`src/rtl/in_frame_pkg.sv`:
```
// Shared types and default sizes for the parallel-lane input frame transmitter.
package in_frame_pkg;

    localparam int DEF_N1  = 100;
    localparam int DEF_N2  = 6;
    localparam int DEF_GAP = 2;

    typedef enum logic [2:0] {
        ST_IDLE,
        ST_SHIFT,
        ST_KEEP,
        ST_GAP,
        ST_DONE
    } state_t;

    typedef logic [DEF_N2-1:0][DEF_N1-1:0] frame_t;

endpackage

```
`src/rtl/in_frame_tx_cnt.sv`:
```
// Loadable down-counter with hold, synchronous clear and terminal-count flag.
// Used for both the bit index and the post-Keep gap countdown.
module in_frame_tx_cnt
    import in_frame_pkg::*;
#(
    parameter int W = 4
) (
    input  logic         Clock,
    input  logic         nReset,
    input  logic         clear,
    input  logic         load,
    input  logic [W-1:0] load_value,
    input  logic         enable,
    output logic [W-1:0] count,
    output logic         tc
);

    // Clear beats load, load beats decrement; otherwise the count holds.
    always_ff @(posedge Clock or negedge nReset) begin
        if (!nReset) begin
            count <= '0;
        end else if (clear) begin
            count <= '0;
        end else if (load) begin
            count <= load_value;
        end else if (enable) begin
            count <= count - W'(1);
        end
    end

    assign tc = (count == '0);

endmodule

```
`src/rtl/in_frame_tx.sv`:
```
// Host-side transmitter: latches one N2 x N1 frame and serialises it MSB first
// onto N2 lanes, followed by a Keep strobe, a settle gap and a Done pulse.
// Every output comes straight from a flop; the FSM decides next-cycle values.
module in_frame_tx
    import in_frame_pkg::*;
#(
    parameter int N1  = DEF_N1,
    parameter int N2  = DEF_N2,
    parameter int GAP = DEF_GAP
) (
    input  logic                  Clock,
    input  logic                  nReset,
    input  logic                  Load,
    input  logic [N2-1:0][N1-1:0] Frame,
    input  logic                  Pause,
    input  logic                  Abort,
    output logic                  Ready,
    output logic [N2-1:0]         Out,
    output logic                  Shift,
    output logic                  Keep,
    output logic                  Busy,
    output logic                  Done
);

    localparam int CW = (N1 > 1) ? $clog2(N1) : 1;
    localparam int GW = 4;
    localparam logic [CW-1:0] BIT_LAST = CW'(N1 - 1);
    localparam logic [GW-1:0] GAP_LAST = GW'((GAP > 0) ? GAP - 1 : 0);

    state_t                state;
    state_t                next_state;
    logic [N2-1:0][N1-1:0] frame_reg;
    logic [CW-1:0]         bit_cnt;
    logic [CW-1:0]         bit_sel;
    logic                  bit_tc;
    logic                  gap_tc;
    logic [GW-1:0]         unused_gap_cnt;
    logic                  start;
    logic                  abort_now;
    logic                  advance;
    logic                  hold;
    logic                  ready_nxt;
    logic                  shift_nxt;
    logic                  keep_nxt;
    logic                  busy_nxt;
    logic                  done_nxt;
    logic [N2-1:0]         out_nxt;

    // A paused SHIFT cycle keeps the bit index; the bit on Out was already sent.
    assign start     = (state == ST_IDLE) && Load;
    assign abort_now = (state != ST_IDLE) && Abort;
    assign advance   = (state == ST_SHIFT) && !Abort && !Pause;
    assign hold      = (state == ST_SHIFT) && !Abort && Pause;

    in_frame_tx_cnt #(.W(CW)) u_bit_cnt (
        .Clock      (Clock),
        .nReset     (nReset),
        .clear      (abort_now),
        .load       (start),
        .load_value (BIT_LAST),
        .enable     (advance && !bit_tc),
        .count      (bit_cnt),
        .tc         (bit_tc)
    );

    in_frame_tx_cnt #(.W(GW)) u_gap_cnt (
        .Clock      (Clock),
        .nReset     (nReset),
        .clear      (abort_now),
        .load       (state == ST_KEEP),
        .load_value (GAP_LAST),
        .enable     ((state == ST_GAP) && !gap_tc),
        .count      (unused_gap_cnt),
        .tc         (gap_tc)
    );

    // Capture the frame on acceptance so the host may change Frame afterwards.
    always_ff @(posedge Clock or negedge nReset) begin
        if (!nReset) begin
            frame_reg <= '0;
        end else if (start) begin
            frame_reg <= Frame;
        end
    end

    // State register.
    always_ff @(posedge Clock or negedge nReset) begin
        if (!nReset) begin
            state <= ST_IDLE;
        end else begin
            state <= next_state;
        end
    end

    // Next-state logic; Abort outranks Pause and every normal transition.
    always_comb begin
        next_state = state;
        if (abort_now) begin
            next_state = ST_IDLE;
        end else begin
            case (state)
                ST_IDLE:  if (Load) next_state = ST_SHIFT;
                ST_SHIFT: if (!Pause && bit_tc) next_state = ST_KEEP;
                ST_KEEP:  next_state = (GAP == 0) ? ST_DONE : ST_GAP;
                ST_GAP:   if (gap_tc) next_state = ST_DONE;
                ST_DONE:  next_state = ST_IDLE;
                default:  next_state = ST_IDLE;
            endcase
        end
    end

    // Next-cycle output values; on a new load the first bit comes from Frame.
    always_comb begin
        ready_nxt = (next_state == ST_IDLE);
        busy_nxt  = (next_state != ST_IDLE);
        keep_nxt  = (next_state == ST_KEEP);
        done_nxt  = (next_state == ST_DONE);
        shift_nxt = 1'b0;
        out_nxt   = '0;
        bit_sel   = start ? BIT_LAST : bit_cnt - CW'(1);
        if (next_state == ST_SHIFT) begin
            if (hold) begin
                out_nxt = Out;
            end else begin
                shift_nxt = 1'b1;
                for (int k = 0; k < N2; k++) begin
                    out_nxt[k] = start ? Frame[k][bit_sel] : frame_reg[k][bit_sel];
                end
            end
        end
    end

    // Output register.
    always_ff @(posedge Clock or negedge nReset) begin
        if (!nReset) begin
            Ready <= 1'b1;
            Out   <= '0;
            Shift <= 1'b0;
            Keep  <= 1'b0;
            Busy  <= 1'b0;
            Done  <= 1'b0;
        end else begin
            Ready <= ready_nxt;
            Out   <= out_nxt;
            Shift <= shift_nxt;
            Keep  <= keep_nxt;
            Busy  <= busy_nxt;
            Done  <= done_nxt;
        end
    end

endmodule

```
`config.mk`:
```
export PLATFORM = sky130hd
export DESIGN_NAME = in_frame_tx
export DESIGN_NICKNAME = d
export VERILOG_FILES = /design/src/rtl/in_frame_pkg.sv /design/src/rtl/in_frame_tx_cnt.sv /design/src/rtl/in_frame_tx.sv
export SDC_FILE = /design/constraint.sdc
export NUM_CORES = 2
export LEC_CHECK = 0
export ABC_AREA = 0
export BUFFER_PORTS_ARGS = -buffer_cell sky130_fd_sc_hd__clkbuf_2
export CAP_MARGIN = 10
export CORE_MARGIN = 5
export CORE_UTILIZATION = 30
export CTS_CLUSTER_DIAMETER = 50
export CTS_CLUSTER_SIZE = 28
export DETAILED_ROUTE_END_ITERATION = 7
export PLACE_DENSITY = 0.6
export SYNTH_ARGS = -nofsm -noshare
export SYNTH_HDL_FRONTEND = slang
export SYNTH_SLANG_ARGS = --single-unit
```
`constraint.sdc`:
```
create_clock -name Clock -period 8.28 [get_ports Clock]
set_input_delay 0.414 -clock Clock [delete_from_list [all_inputs] [get_ports Clock]]
set_output_delay 0.414 -clock Clock [all_outputs]
set_load 0.01 [all_outputs]
```
==> out/qor.yml <==
run_status:
  status: "completed"
yosys:
  ys_top_cells_by_area: "sky130_fd_sc_hd__dfrtp_1 53%, sky130_fd_sc_hd__nand2_1 24%, sky130_fd_sc_hd__clkbuf_1 2.4%, sky130_fd_sc_hd__mux2_2 2.2%, sky130_fd_sc_hd__mux2i_1 2.0%"
  synth.cell_area_mm2: 0.0297
  synth_warnings: 0
  synthAdderAreaFrac: 0.00126
  synth-edff-count: 0
  yosys.area.top_type: "sky130_fd_sc_hd__dfrtp_1"
  synthesized_area_fraction_occupied_by_ao_oa_aoi_and_oai_cells: 0.100
  post_synth_xor_area_fraction: 0.00114
  synth_top_family_by_area: "simple AND/OR/NAND/NOR gates"
  postSynth.asyncResetShare: 1.00
  synthesis.area_per_instance_um2: 8.25
  netlist-cell-type-count: 77
  synthesis.instances: 3600
  total_of_flip_flops_plus_latches_after_synthesis: 625
  muxShareOfSynthArea: 0.0533
  yosys_most_used_dff: "sky130_fd_sc_hd__dfrtp_1"
  post-synth-top-area-fraction: 0.526
  synth.net_count: 4208
  synth-seq-area-share: 0.527
  fraction_of_the_mapped_netlist_area_in_simple_logic_gates: 0.280
critical_path:
  first_element_of_the_critical_path: "u_bit_cnt.count[0]"
  arrival_ns: 6.02
  crit_type: "register to register"
  r2r.worst_path.cells: 10
  setup.reg_to_reg.worst_slack_ns: 2.85
  critical_path.endpoint: "Out[0]"
  critical_path.reg2reg.startpoint: "u_bit_cnt.count[0]"
  critPathLaunchType: "register"
  crit_path_end_kind: "register"
  cp_max_fanout: 61
  timing.critical_path.required_ns: 8.87
  r2r-end: "Out[0]"
global_routing:
  grt_max_degree: 199
  grt_first_pass_wirelength_um: 191000
  gr-total-overflow: 0
  via_count_of_the_first_global_routing_pass: 31030
  groute.usage.overall: 0.235
  antenna_found_initial: 16
timing:
  totalNegativeSetupSlack_ns: 0
  rsz_0062_raised_after_global_routing: "false"
  hold_violations_final: 0
  final_min_period_over_clock_period: 0.656
  layout_min_cycle_time_ns: 5.43
  slew_viol_final: 0
  hold_slack_ns: 0.0325
  max_freq_mhz: 184
  worst_pin_slew_ns: 1.12
  final.setup_skew_ns: 0.0217
  setup_violations: 0
  max_slew_margin: 0.252
  fin_ws_ns: 2.85
placement:
  detailed_place_hpwl_um: 81800
  gp_routability_congestion: 0.825
  io_buffers: 615
  placement.setup.worst_slack_ns: 2.75
routing:
  drt_iter0_markers: 2480
  vias: 30010
  drc: 0
  routedWlPerCell_um: 21.1
  route.detailed.vias_per_inst: 4.99
  route.antenna.remaining_nets: 0
  routed_wl_um: 127000
  detailedRoute.firstPassIterationCount: 7
pwr:
  leakagePower_nw: 21.6
  vdd_ir_drop_max_mv: 0.385
  p_per_area_mw_per_mm2: 393
  finalPower_mw: 16.7
cells_and_area:
  final_util: 0.433
  largest_reg_flops: 600
  fraction_of_layout_instances_using_a_drive_strength_above_1: 0.191
  fillerInstances: 9403
  flow.area_growth_from_synthesis_pct: 43.2
  nets: 5257
cts:
  cts_resized: 0
  clock_tree_from_tritoncts: "yes"
  htree_levels: 3
  clkLatencyLatePin_ns: 0.67
  cts_buffers: 85
  clock_sink_count: 625
  cts-hold-fix-buffers: 565
  worst_setup_hold_path_clk_slew_ns: 0.06
  post_cts_repair_timing_setup_buffer_count: 0
  clk_path_buf_depth: 3
  clock-root-buffer: "sky130_fd_sc_hd__clkbuf_16"
min_path:
  hold_path.class: "primary input to register"
floorplan:
  start_util: 0.302
  num_rows: 115
  pin_count: 616
  core_area_mm2: 0.0983
  die_w_um: 325
  design.die.area_mm2: 0.105
  die_h_um: 325
flow_run:
  max_cap_violations: 0
## how the worst min path moves through the flow
| stage | start | endpoint | slack, ns | cells past startpoint |
|---|---|---|---|---|
| final | Frame[574] | frame_reg[574] | 0.03 | 3 |
| after floorplan | nReset | Busy | 0.12 | 0 |
| after CTS | Frame[125] | frame_reg[125] | 0.0008 | 3 |
| after global placement | nReset | frame_reg[65] | 0.38 | 1 |
| after detailed placement | nReset | frame_reg[65] | 0.38 | 1 |
| after global routing | Frame[538] | frame_reg[538] | 0.004 | 3 |
## metrics by stage
step,instance area (um^2),cells
2_1_floorplan,29700,3600
3_3_place_gp,33800,5284
3_5_place_dp,33800,5284
4_1_cts,42500,6009
5_1_grt,42500,6012
6_report,42500,6019
## synth_stat cells, types with 5 or more instances
cell	count
sky130_fd_sc_hd__o2111ai_1	6
sky130_fd_sc_hd__dfrtp_1	624
sky130_fd_sc_hd__mux4_2	16
sky130_fd_sc_hd__o221ai_1	22
sky130_fd_sc_hd__o211ai_1	11
sky130_fd_sc_hd__a21oi_1	88
sky130_fd_sc_hd__buf_2	32
sky130_fd_sc_hd__o311ai_0	5
sky130_fd_sc_hd__a211o_1	10
sky130_fd_sc_hd__a22oi_1	7
sky130_fd_sc_hd__nand2_1	1928
sky130_fd_sc_hd__buf_1	27
sky130_fd_sc_hd__a221oi_1	9
sky130_fd_sc_hd__nand3_1	27
sky130_fd_sc_hd__nor3_1	16
sky130_fd_sc_hd__mux2_2	57
sky130_fd_sc_hd__inv_1	19
sky130_fd_sc_hd__o22ai_1	27
sky130_fd_sc_hd__and3_1	22
sky130_fd_sc_hd__o31ai_1	8
sky130_fd_sc_hd__nand2b_1	8
sky130_fd_sc_hd__a22o_1	7
sky130_fd_sc_hd__clkbuf_1	193
sky130_fd_sc_hd__nor2b_1	12
sky130_fd_sc_hd__a2111oi_0	9
sky130_fd_sc_hd__or3_1	8
sky130_fd_sc_hd__a221o_1	7
sky130_fd_sc_hd__a211oi_1	45
sky130_fd_sc_hd__o21ai_0	79
sky130_fd_sc_hd__nor4_1	6
sky130_fd_sc_hd__nor2_1	45
sky130_fd_sc_hd__a311oi_1	10
sky130_fd_sc_hd__a31oi_1	54
sky130_fd_sc_hd__and2_1	17
sky130_fd_sc_hd__nand4_1	6
sky130_fd_sc_hd__mux2i_1	58
## kinds of logic (layout without fill, tap and decap cells)
group	count (synthesis)	in the layout
flip-flops	625	625
XOR/XNOR	3	3
adder cells (fa/ha/maj)	3	3
buffers and inverters	276	1398
AND/OR/NAND/NOR	2118	2118
multiplexers	131	131
AO/OA/AOI/OAI	444	444
other	0	10
## worst max-delay path, stage by stage, from the launching register on
cell and delay (ns):
sky130_fd_sc_hd__dfrtp_4 0.81, sky130_fd_sc_hd__clkinv_2 0.25, sky130_fd_sc_hd__ha_4 0.94, sky130_fd_sc_hd__inv_2 0.61
sky130_fd_sc_hd__nor2_4 0.78, sky130_fd_sc_hd__buf_4 0.46, sky130_fd_sc_hd__a2111oi_0 0.11, sky130_fd_sc_hd__o31ai_1 0.34
sky130_fd_sc_hd__a31oi_1 0.12, sky130_fd_sc_hd__a2111oi_0 0.70, sky130_fd_sc_hd__a221o_1 0.21
## placed cells by master, fill, tap and decap left out, drive strengths merged, types with 11 or more instances in the layout
master	n
nand2	1929
clkbuf	719
dfrtp	624
dlygate4sd3	565
a21oi	88
o21ai	81
mux2i	58
mux2	57
a31oi	54
nor2	46
a211oi	45
buf	39
inv	38
o22ai	27
nand3	27
clkinv	23
and3	22
o221ai	22
and2	17
mux4	16
nor3	16
nor2b	12
o211ai	11
a2111oi	11
## layout make-up
| type | count | area [um^2] | area share |
|---|---|---|---|
| Tap cell | 1287 | 1610 | 0.0379 |
| Inverter | 20 | 76.3 | 0.00179 |
| Clock inverter | 55 | 694 | 0.0163 |
| Timing Repair Buffer | 1218 | 9100 | 0.214 |
| Sequential cell | 625 | 15600 | 0.368 |
| Multi-Input combinational cell | 2699 | 13100 | 0.307 |
| Clock buffer | 105 | 2310 | 0.0544 |
| Antenna cell | 10 | 25.0 | 0.000588 |
## metal layers
metal	track usage	routed length [um]	vias to the layer above
met5	0	62	-
met2	0.369	57600	1252
met1	0.307	54200	14482
li1	-	-	13895
met4	0.120	6860	10
met3	0.0485	8560	371
## power breakdown
group / internal [mW] / switching, mW / leakage [nW]
clock: 2.30 / 1.59 / 1.46
combinational: 2.56 / 4.86 / 12.4
sequential: 4.51 / 0.882 / 7.72
total: 9.37 / 7.33 / 21.6
Power figures use the tool's default switching activity.
